$ cat config.mk
export PLATFORM = sky130hd
export DESIGN_NAME = mem_arbiter
export DESIGN_NICKNAME = d
export VERILOG_FILES = /design/src/rtl/mem_arb_pkg.sv /design/src/rtl/arb_starve_counter.sv /design/src/rtl/mem_arbiter.sv
export SDC_FILE = /design/constraint.sdc
export NUM_CORES = 1
export LEC_CHECK = 0
export ABC_AREA = 1
export CORE_MARGIN = 8
export CORE_UTILIZATION = 46
export CTS_BUF_LIST = sky130_fd_sc_hd__clkbuf_8
export DETAILED_ROUTE_END_ITERATION = 8
export PLACE_DENSITY = 0.89
export SYNTH_ARGS = -nofsm -noshare
export SYNTH_HDL_FRONTEND = slang
export SYNTH_SLANG_ARGS = --single-unit
$ cat constraint.sdc
create_clock -name clk -period 3.8 [get_ports clk]
set_input_delay 0.57 -clock clk [delete_from_list [all_inputs] [get_ports clk]]
set_output_delay 0.57 -clock clk [all_outputs]
set_load 0.005 [all_outputs]
$ cat src/rtl/mem_arb_pkg.sv
// Shared types and constants for the unified-memory arbiter.
package mem_arb_pkg;

  // Arbiter FSM states
  typedef enum logic [1:0] {
    ST_IDLE    = 2'd0,
    ST_BUSY_IF = 2'd1,
    ST_BUSY_DM = 2'd2,
    ST_RESP    = 2'd3
  } arb_state_e;

  // Owner of the access currently in flight
  typedef enum logic {
    OWN_IF = 1'b0,
    OWN_DM = 1'b1
  } arb_owner_e;

  localparam int unsigned STARVE_MAX_DEFAULT = 4;

  // Counter width able to hold 0..max; never narrower than one bit.
  function automatic int unsigned starve_cnt_width(input int unsigned max_val);
    return (max_val < 1) ? 1 : $clog2(max_val + 1);
  endfunction

endpackage

$ cat src/rtl/arb_starve_counter.sv
// Saturating count of back-to-back data grants made while a fetch waits.
module arb_starve_counter
  import mem_arb_pkg::*;
#(
  parameter int unsigned STARVE_MAX = STARVE_MAX_DEFAULT
) (
  input  logic clk,
  input  logic reset,
  input  logic inc,
  input  logic clr,
  output logic at_max
);

  localparam int unsigned CW = starve_cnt_width(STARVE_MAX);

  logic [CW-1:0] cnt_q;
  logic [CW-1:0] cnt_d;
  logic          at_max_int;

  assign at_max_int = (cnt_q == CW'(STARVE_MAX));
  assign at_max     = at_max_int;

  // Next count: clear dominates, increment stops at the ceiling
  always_comb begin
    cnt_d = cnt_q;
    if (clr) begin
      cnt_d = '0;
    end else if (inc && !at_max_int) begin
      cnt_d = cnt_q + CW'(1);
    end
  end

  // Counter register
  always_ff @(posedge clk) begin
    if (reset) begin
      cnt_q <= '0;
    end else begin
      cnt_q <= cnt_d;
    end
  end

endmodule

$ cat src/rtl/mem_arbiter.sv
// Single-port memory arbiter sharing one memory between fetch (IF) and
// data (MEM) stages. Data wins ties unless fetch has been starved.
module mem_arbiter
  import mem_arb_pkg::*;
#(
  parameter int unsigned STARVE_MAX = STARVE_MAX_DEFAULT,
  parameter int unsigned AW         = 32,
  parameter int unsigned DW         = 32
) (
  input  logic          clk,
  input  logic          reset,
  input  logic          if_req,
  input  logic [AW-1:0] if_addr,
  output logic [DW-1:0] if_rdata,
  output logic          if_ready,
  input  logic          dm_req,
  input  logic          dm_we,
  input  logic [AW-1:0] dm_addr,
  input  logic [DW-1:0] dm_wdata,
  output logic [DW-1:0] dm_rdata,
  output logic          dm_ready,
  output logic          mem_req,
  output logic          mem_we,
  output logic [AW-1:0] mem_addr,
  output logic [DW-1:0] mem_wdata,
  input  logic [DW-1:0] mem_rdata,
  input  logic          mem_ack,
  output logic          StallIF,
  output logic          StallMEM
);

  arb_state_e    state_q,     state_d;
  arb_owner_e    owner_q,     owner_d;
  logic          mem_req_q,   mem_req_d;
  logic          mem_we_q,    mem_we_d;
  logic [AW-1:0] mem_addr_q,  mem_addr_d;
  logic [DW-1:0] mem_wdata_q, mem_wdata_d;
  logic [DW-1:0] if_rdata_q,  if_rdata_d;
  logic [DW-1:0] dm_rdata_q,  dm_rdata_d;
  logic          if_ready_q,  if_ready_d;
  logic          dm_ready_q,  dm_ready_d;

  logic starve_inc;
  logic starve_clr;
  logic starve_at_max;

  arb_starve_counter #(
    .STARVE_MAX (STARVE_MAX)
  ) u_starve (
    .clk    (clk),
    .reset  (reset),
    .inc    (starve_inc),
    .clr    (starve_clr),
    .at_max (starve_at_max)
  );

  // Grant decision, access tracking and response generation
  always_comb begin
    state_d     = state_q;
    owner_d     = owner_q;
    mem_req_d   = mem_req_q;
    mem_we_d    = mem_we_q;
    mem_addr_d  = mem_addr_q;
    mem_wdata_d = mem_wdata_q;
    if_rdata_d  = if_rdata_q;
    dm_rdata_d  = dm_rdata_q;
    if_ready_d  = 1'b0;
    dm_ready_d  = 1'b0;
    starve_inc  = 1'b0;
    starve_clr  = 1'b0;

    unique case (state_q)
      ST_IDLE: begin
        // Any idle cycle without a pending fetch resets the starvation run.
        starve_clr = !if_req;
        if (dm_req && (!if_req || !starve_at_max)) begin
          state_d     = ST_BUSY_DM;
          owner_d     = OWN_DM;
          mem_req_d   = 1'b1;
          mem_we_d    = dm_we;
          mem_addr_d  = dm_addr;
          mem_wdata_d = dm_wdata;
          starve_inc  = if_req;
        end else if (if_req) begin
          state_d     = ST_BUSY_IF;
          owner_d     = OWN_IF;
          mem_req_d   = 1'b1;
          mem_we_d    = 1'b0;
          mem_addr_d  = if_addr;
          starve_clr  = 1'b1;
        end
      end
      ST_BUSY_IF, ST_BUSY_DM: begin
        if (mem_ack) begin
          state_d   = ST_RESP;
          mem_req_d = 1'b0;
          mem_we_d  = 1'b0;
          if (owner_q == OWN_IF) begin
            if_rdata_d = mem_rdata;
            if_ready_d = 1'b1;
          end else begin
            if (!mem_we_q) begin
              dm_rdata_d = mem_rdata;
            end
            dm_ready_d = 1'b1;
          end
        end
      end
      ST_RESP: begin
        state_d = ST_IDLE;
      end
      default: begin
        state_d = ST_IDLE;
      end
    endcase
  end

  // FSM and all registered outputs
  always_ff @(posedge clk) begin
    if (reset) begin
      state_q     <= ST_IDLE;
      owner_q     <= OWN_IF;
      mem_req_q   <= 1'b0;
      mem_we_q    <= 1'b0;
      mem_addr_q  <= '0;
      mem_wdata_q <= '0;
      if_rdata_q  <= '0;
      dm_rdata_q  <= '0;
      if_ready_q  <= 1'b0;
      dm_ready_q  <= 1'b0;
    end else begin
      state_q     <= state_d;
      owner_q     <= owner_d;
      mem_req_q   <= mem_req_d;
      mem_we_q    <= mem_we_d;
      mem_addr_q  <= mem_addr_d;
      mem_wdata_q <= mem_wdata_d;
      if_rdata_q  <= if_rdata_d;
      dm_rdata_q  <= dm_rdata_d;
      if_ready_q  <= if_ready_d;
      dm_ready_q  <= dm_ready_d;
    end
  end

  assign mem_req   = mem_req_q;
  assign mem_we    = mem_we_q;
  assign mem_addr  = mem_addr_q;
  assign mem_wdata = mem_wdata_q;
  assign if_rdata  = if_rdata_q;
  assign dm_rdata  = dm_rdata_q;
  assign if_ready  = if_ready_q;
  assign dm_ready  = dm_ready_q;

  // Stalls drop in the ready cycle so the pipeline advances on that edge
  assign StallIF  = if_req & ~if_ready_q;
  assign StallMEM = dm_req & ~dm_ready_q;

endmodule

# ---- Word level (Yosys, flattened, before mapping)
# Cells that the tools add are included.
dict set report word_totals {
  out_inout_bits 134
  inputBits 134
  elab_cells 64
  register_bits 138
}
dict set report classes {
  eq_ne 6
  mux 21
  bitwise 8
  addsub 1
  n_reduce_logical 17
}
# op n
set ops {}
lappend ops {{2-to-1 mux 32 bit} 2}
lappend ops {{2-to-1 mux 1 bit} 13}
lappend ops {{2-to-1 mux 2 bit} 3}
lappend ops {{NOT 1 bit} 6}
lappend ops {{one-hot mux 2 bit (3 select lines)} 1}
lappend ops {{AND reduction 2 bit} 3}
lappend ops {{AND reduction 3 bit} 2}
lappend ops {{== test 2 bit, second input constant} 2}
lappend ops {{one-hot mux 1 bit (2 select lines)} 2}
lappend ops {{AND reduction 4 bit} 1}
lappend ops {{nonzero test 2 bit} 2}
lappend ops {{OR reduction 2 bit} 2}
lappend ops {{adder 3 x 1 -> 3 bit, second input constant} 1}
lappend ops {{== test 3 bit, second input constant} 1}
lappend ops {{!= test 3 bit, second input constant} 1}
lappend ops {{OR reduction 3 bit} 1}
lappend ops {{AND 1 bit} 2}
lappend ops {{== test 2 x 1 -> 1 bit, second input constant} 1}
lappend ops {{logical AND 1 bit} 2}
lappend ops {{zero test 1 bit} 2}
lappend ops {{zero test 2 bit} 1}
lappend ops {{!= test 2 bit, second input constant} 1}
lappend ops {{logical OR 1 bit} 1}

# ---- Logic depth before layout (Yosys ltp)
dict set report logic_depth {
  ltp_word 7
  mapped_depth 10
  mapped_depth_nobuf 8
}

# ---- By module
# Synthesis repeated with hierarchy kept, for this count alone.
dict set report hier_totals {
  hier_cells 745
  area_unflattened_um2 5442.7
}
# mod cells_per_inst instances seq_area_each_um2 area_each_um2
set modules_own_cells {}
lappend modules_own_cells {mem_arbiter 718 1 2702.6 5267.6}
lappend modules_own_cells {arb_starve_counter 27 1 60.1 175.2}

# ---- Least setup slack after synthesis
# Ideal clock, no wire load.
dict set report synth_path {
  kind {input port to output port}
  startpoint {input port dm_req}
  endpoint {output port StallMEM}
  path_stages 5
  slack_ns 2.018
  t_arrival_ns 1.212
  required_ns 3.230
  path_cell_list {buf_4 > buf_2 > buf_2 > inv_1 > nor2_1}
}
dict set report synth_via {
  elab_chain_cells 1
}
# item line
set synth_lines {}
lappend synth_lines {{from (decl)} mem_arbiter.sv:16} ;# input logic dm_req,
lappend synth_lines {{AND 1 bit} mem_arbiter.sv:156} ;# assign StallMEM = dm_req & ~dm_ready_q;
lappend synth_lines {{to (decl)} mem_arbiter.sv:29} ;# output logic StallMEM
# No other way between the ends.

# ---- Worst setup path after layout
dict set report layout_path {
  startpoint {input port if_req}
  endpoint {output port StallIF}
}
dict set report layout_via {
  elab_chain_cells 1
}
# item line
set layout_lines {}
lappend layout_lines {{from (decl)} mem_arbiter.sv:12} ;# input logic if_req,
lappend layout_lines {{AND 1 bit} mem_arbiter.sv:155} ;# assign StallIF = if_req & ~if_ready_q;
lappend layout_lines {{to (decl)} mem_arbiter.sv:28} ;# output logic StallIF,
# No other way between the ends.

==> flow_metrics.py <==
metrics = {
    "critical_path": {
        "critPathBufInv": 3,
        "cp_max_fo": 5,
        "crit_chain": "clkdlybuf4s50_1 > inv_1 > nor2_1 > clkdlybuf4s50_1",
        "crit_path_frequent_cell": "clkdlybuf4s50_1",
        "critical-path-top-delay-family": "buffers and inverters",
        "slowest_delay_ns": 0.60,
        "rr_worst_depth": 9,
        "arrival_ns": 1.82,
        "slowest_stage": "clkdlybuf4s50_1",
        "path_depth": 4,
        "cp-end-kind": "output port",
        "cp-start-kind": "primary input",
        "path_class": "in2out",
        "crit_required_ns": 3.23,
    },
    "logic_synthesis": {
        "synth.top_cell.area_share_pct": 48.89,
        "synth_cell_types": 23,
        "synth.area.top_cells": "dfxtp_1 (49%), nor2_1 (14%), nand2_1 (8.0%), nand3_1 (5.9%), o21ai_0 (5.8%)",
        "syn_avg_cell_area_um2": 7.189,
        "synth-seq-area-share_pct": 48.89,
        "yosys_register_bits": 138,
        "synth_area_um2": 5650,
        "syn_inst": 786,
        "synth_top_cell_by_area": "dfxtp_1",
        "synth_edf_count": 0,
        "ys_warn_count": 0,
        "async_reset_ff_share_pct": 0,
        "synth_nets": 924,
        "ys.flop_type": "dfxtp_1",
    },
    "sta": {
        "setup_slack_ns": 1.406,
        "finalHoldViolCount": 0,
        "max_slew_margin_pct": 30.25,
        "fin_crit_sh_pct": 63.01,
        "clock.fmax_mhz": 417.6,
        "holdWs_ns": 0.4650,
        "fin_worst_skew_ns": 0.009170,
        "drv_slew": 0,
        "rsz0062_at_grt": "false",
        "setup_viol": 0,
        "tightest_slew_ns": 1.045,
        "period_needed_ns": 2.394,
        "setup_tns_ns": 0,
    },
    "layout": {
        "area_delta_synth_final_pct": 52.79,
        "nNetsFinal": 1162,
        "antenna_cells": 0,
        "instances_no_fill": 1184,
        "finalInstanceArea_um2": 8633,
        "drive_gt1_share_pct": 4.629,
    },
    "floorplanning": {
        "ios": 268,
        "die_y_um": 126.8,
        "design.die.area_um2": 16090,
        "initial_core_util_pct": 47.04,
        "num_rows": 40,
        "coreArea_um2": 12010,
        "die_w_um": 126.8,
    },
    "routing": {
        "ant_nets": 0,
        "vias_per_cell": 5.142,
        "drt_wl_total_um": 19470,
        "drc": 0,
        "vias": 6088,
        "dr.first_iter.drc_count": 438,
        "wl_per_cell_um": 16.44,
        "drtPass1Iterations": 5,
    },
    "global_route": {
        "grt_pass1_wl_um": 30880,
        "grt_use_met1_pct": 25.65,
        "grt_use_met3_pct": 11.94,
        "overflow": 0,
        "grt_use_total_pct": 23.80,
        "grt_pass1_vias": 6049,
        "busiest_layer": "met2",
        "antenna_found_initial": 0,
        "grt_max_degree": 69,
        "grt_util_met2_pct": 39.55,
    },
    "clock_tree": {
        "clockRootBuffer": "clkbuf_8",
        "cts.repair.resized": 0,
        "cts_tree": "built",
        "clk_pin_slew_ns": 0.07,
        "htree_levels": 4,
        "cts_hold_buf": 0,
        "clk_latency_ns": 0.44,
        "clock_path_buffers": 2,
        "numCtsBuffers": 17,
        "clock-sinks": 138,
        "post_cts_buffers": 0,
    },
    "power": {
        "swShare_pct": 35.27,
        "pwr-share-clk_pct": 20.3,
        "power_switching_mw": 1.900,
        "p_seq_share_pct": 37.5,
        "combPwrFrac_pct": 42.2,
        "power.internal_mw": 3.487,
        "ir_drop_mv": 0.4000,
        "p_leak_nw": 3.668,
        "p_per_area_nw_per_um2": 624.0,
    },
    "job": {
        "cap_violations": 0,
    },
    "placement": {
        "gp_congestion": 0.8371,
        "portBuffers": 267,
        "place_ws_ns": 1.086,
        "dp_cells": 1152,
        "dp_hpwl_um": 13880,
        "placed_area_um2": 8273,
    },
    "hold_path": {
        "min_path_type": "reg2reg",
        "worstHoldPathCells": 2,
    },
    "status": {
        "outcome": "finished clean",
    },
}
## final timing paths
kind | start | endpoint | slack, ns
setup / recovery | if_req | StallIF | 1.41
hold / removal | mem_wdata[21] | mem_wdata[21] | 0.46
setup reg to reg | state_q[0] | mem_addr[12] | 1.57
hold reg to reg | mem_wdata[21] | mem_wdata[21] | 0.46
## logic make-up after synthesis
logic type                 count (synthesis)  share of synthesized area, %
adders and majority gates                  4                        0.8858
DFF                                      138                         48.89
and+or+nand+nor                          434                         32.29
xor gates and xnor gates                   1                        0.1550
buffers and inverters                    107                         8.747
AOI/OAI and AO/OA                        102                         9.035
## metrics by stage
stage	total power [mW]	utilization, %
final	5.387	71.88
after global routing	5.771	71.88
after CTS	5.416	71.88
after detailed placement	4.309	68.88
after global placement	4.256	68.88
after floorplan	3.227	-
## synthesized netlist by cell type, types with 2 or more instances
cell and n:
buf_2 22, ha_1 4, o21ai_1 2, buf_1 4
a21oi_1 35, clkbuf_1 21, nand4_1 34, inv_1 47
dfxtp_1 138, nand3_2 2, o21ai_0 65, nor2_1 206
nor2_2 2, nand3_1 67, buf_6 6, nand2_1 120
buf_4 5
## tightest hold or removal path, delay by kind of cell, from the launching register on
family             cells  cell delay, ns
AOI/OAI and AO/OA      1            0.05
DFF                    1            0.31
and+or+nand+nor        1            0.06
## cell usage in the layout, fill, tap and decap left out, types with 11 or more instances in the layout
master	instances
clkdlybuf4s50_1	265
nor2_1	205
clkbuf_8	20
nand4_1	34
inv_1	52
o21ai_0	65
nand3_1	67
a21oi_1	35
dfxtp_1	138
buf_4	11
nand2_1	120
## routing by layer
| layer | up-vias | part of all wire [%] |
|---|---|---|
| li1 | 2999 | - |
| met2 | 286 | 47 |
| met3 | 28 | 12 |
| met1 | 2775 | 39 |
| met5 | - | 0 |
| met4 | 0 | 1.9 |
## power by group through the flow
| stage | clock network (mW) | logic, mW | registers (mW) |
|---|---|---|---|
| after floorplan | 0 | 1.17 | 2.06 |
| after global placement | 0 | 2.23 | 2.03 |
| after detailed placement | 0 | 2.26 | 2.05 |
| after CTS | 1.11 | 2.28 | 2.02 |
| after global routing | 1.18 | 2.53 | 2.06 |
| final | 1.09 | 2.28 | 2.02 |
## sequential cells by signal, indices dropped and copies added, names as in the netlist, 2 cells and up
register,flops
mem_wdata,32
state_q,2
mem_addr,32
dm_rdata,32
if_rdata,32
u_starve.cnt_q,3
## area by class of cell
type / instances / area [um^2]
Fill cell: 934 / 3378
Sequential cell: 138 / 2763
Timing Repair Buffer: 278 / 2745
Multi-Input combinational cell: 541 / 2401
Clock buffer: 20 / 275.3
Tap cell: 147 / 183.9
Inverter: 48 / 180.2
Clock inverter: 12 / 85.08
(Power assumes the default switching activity.)
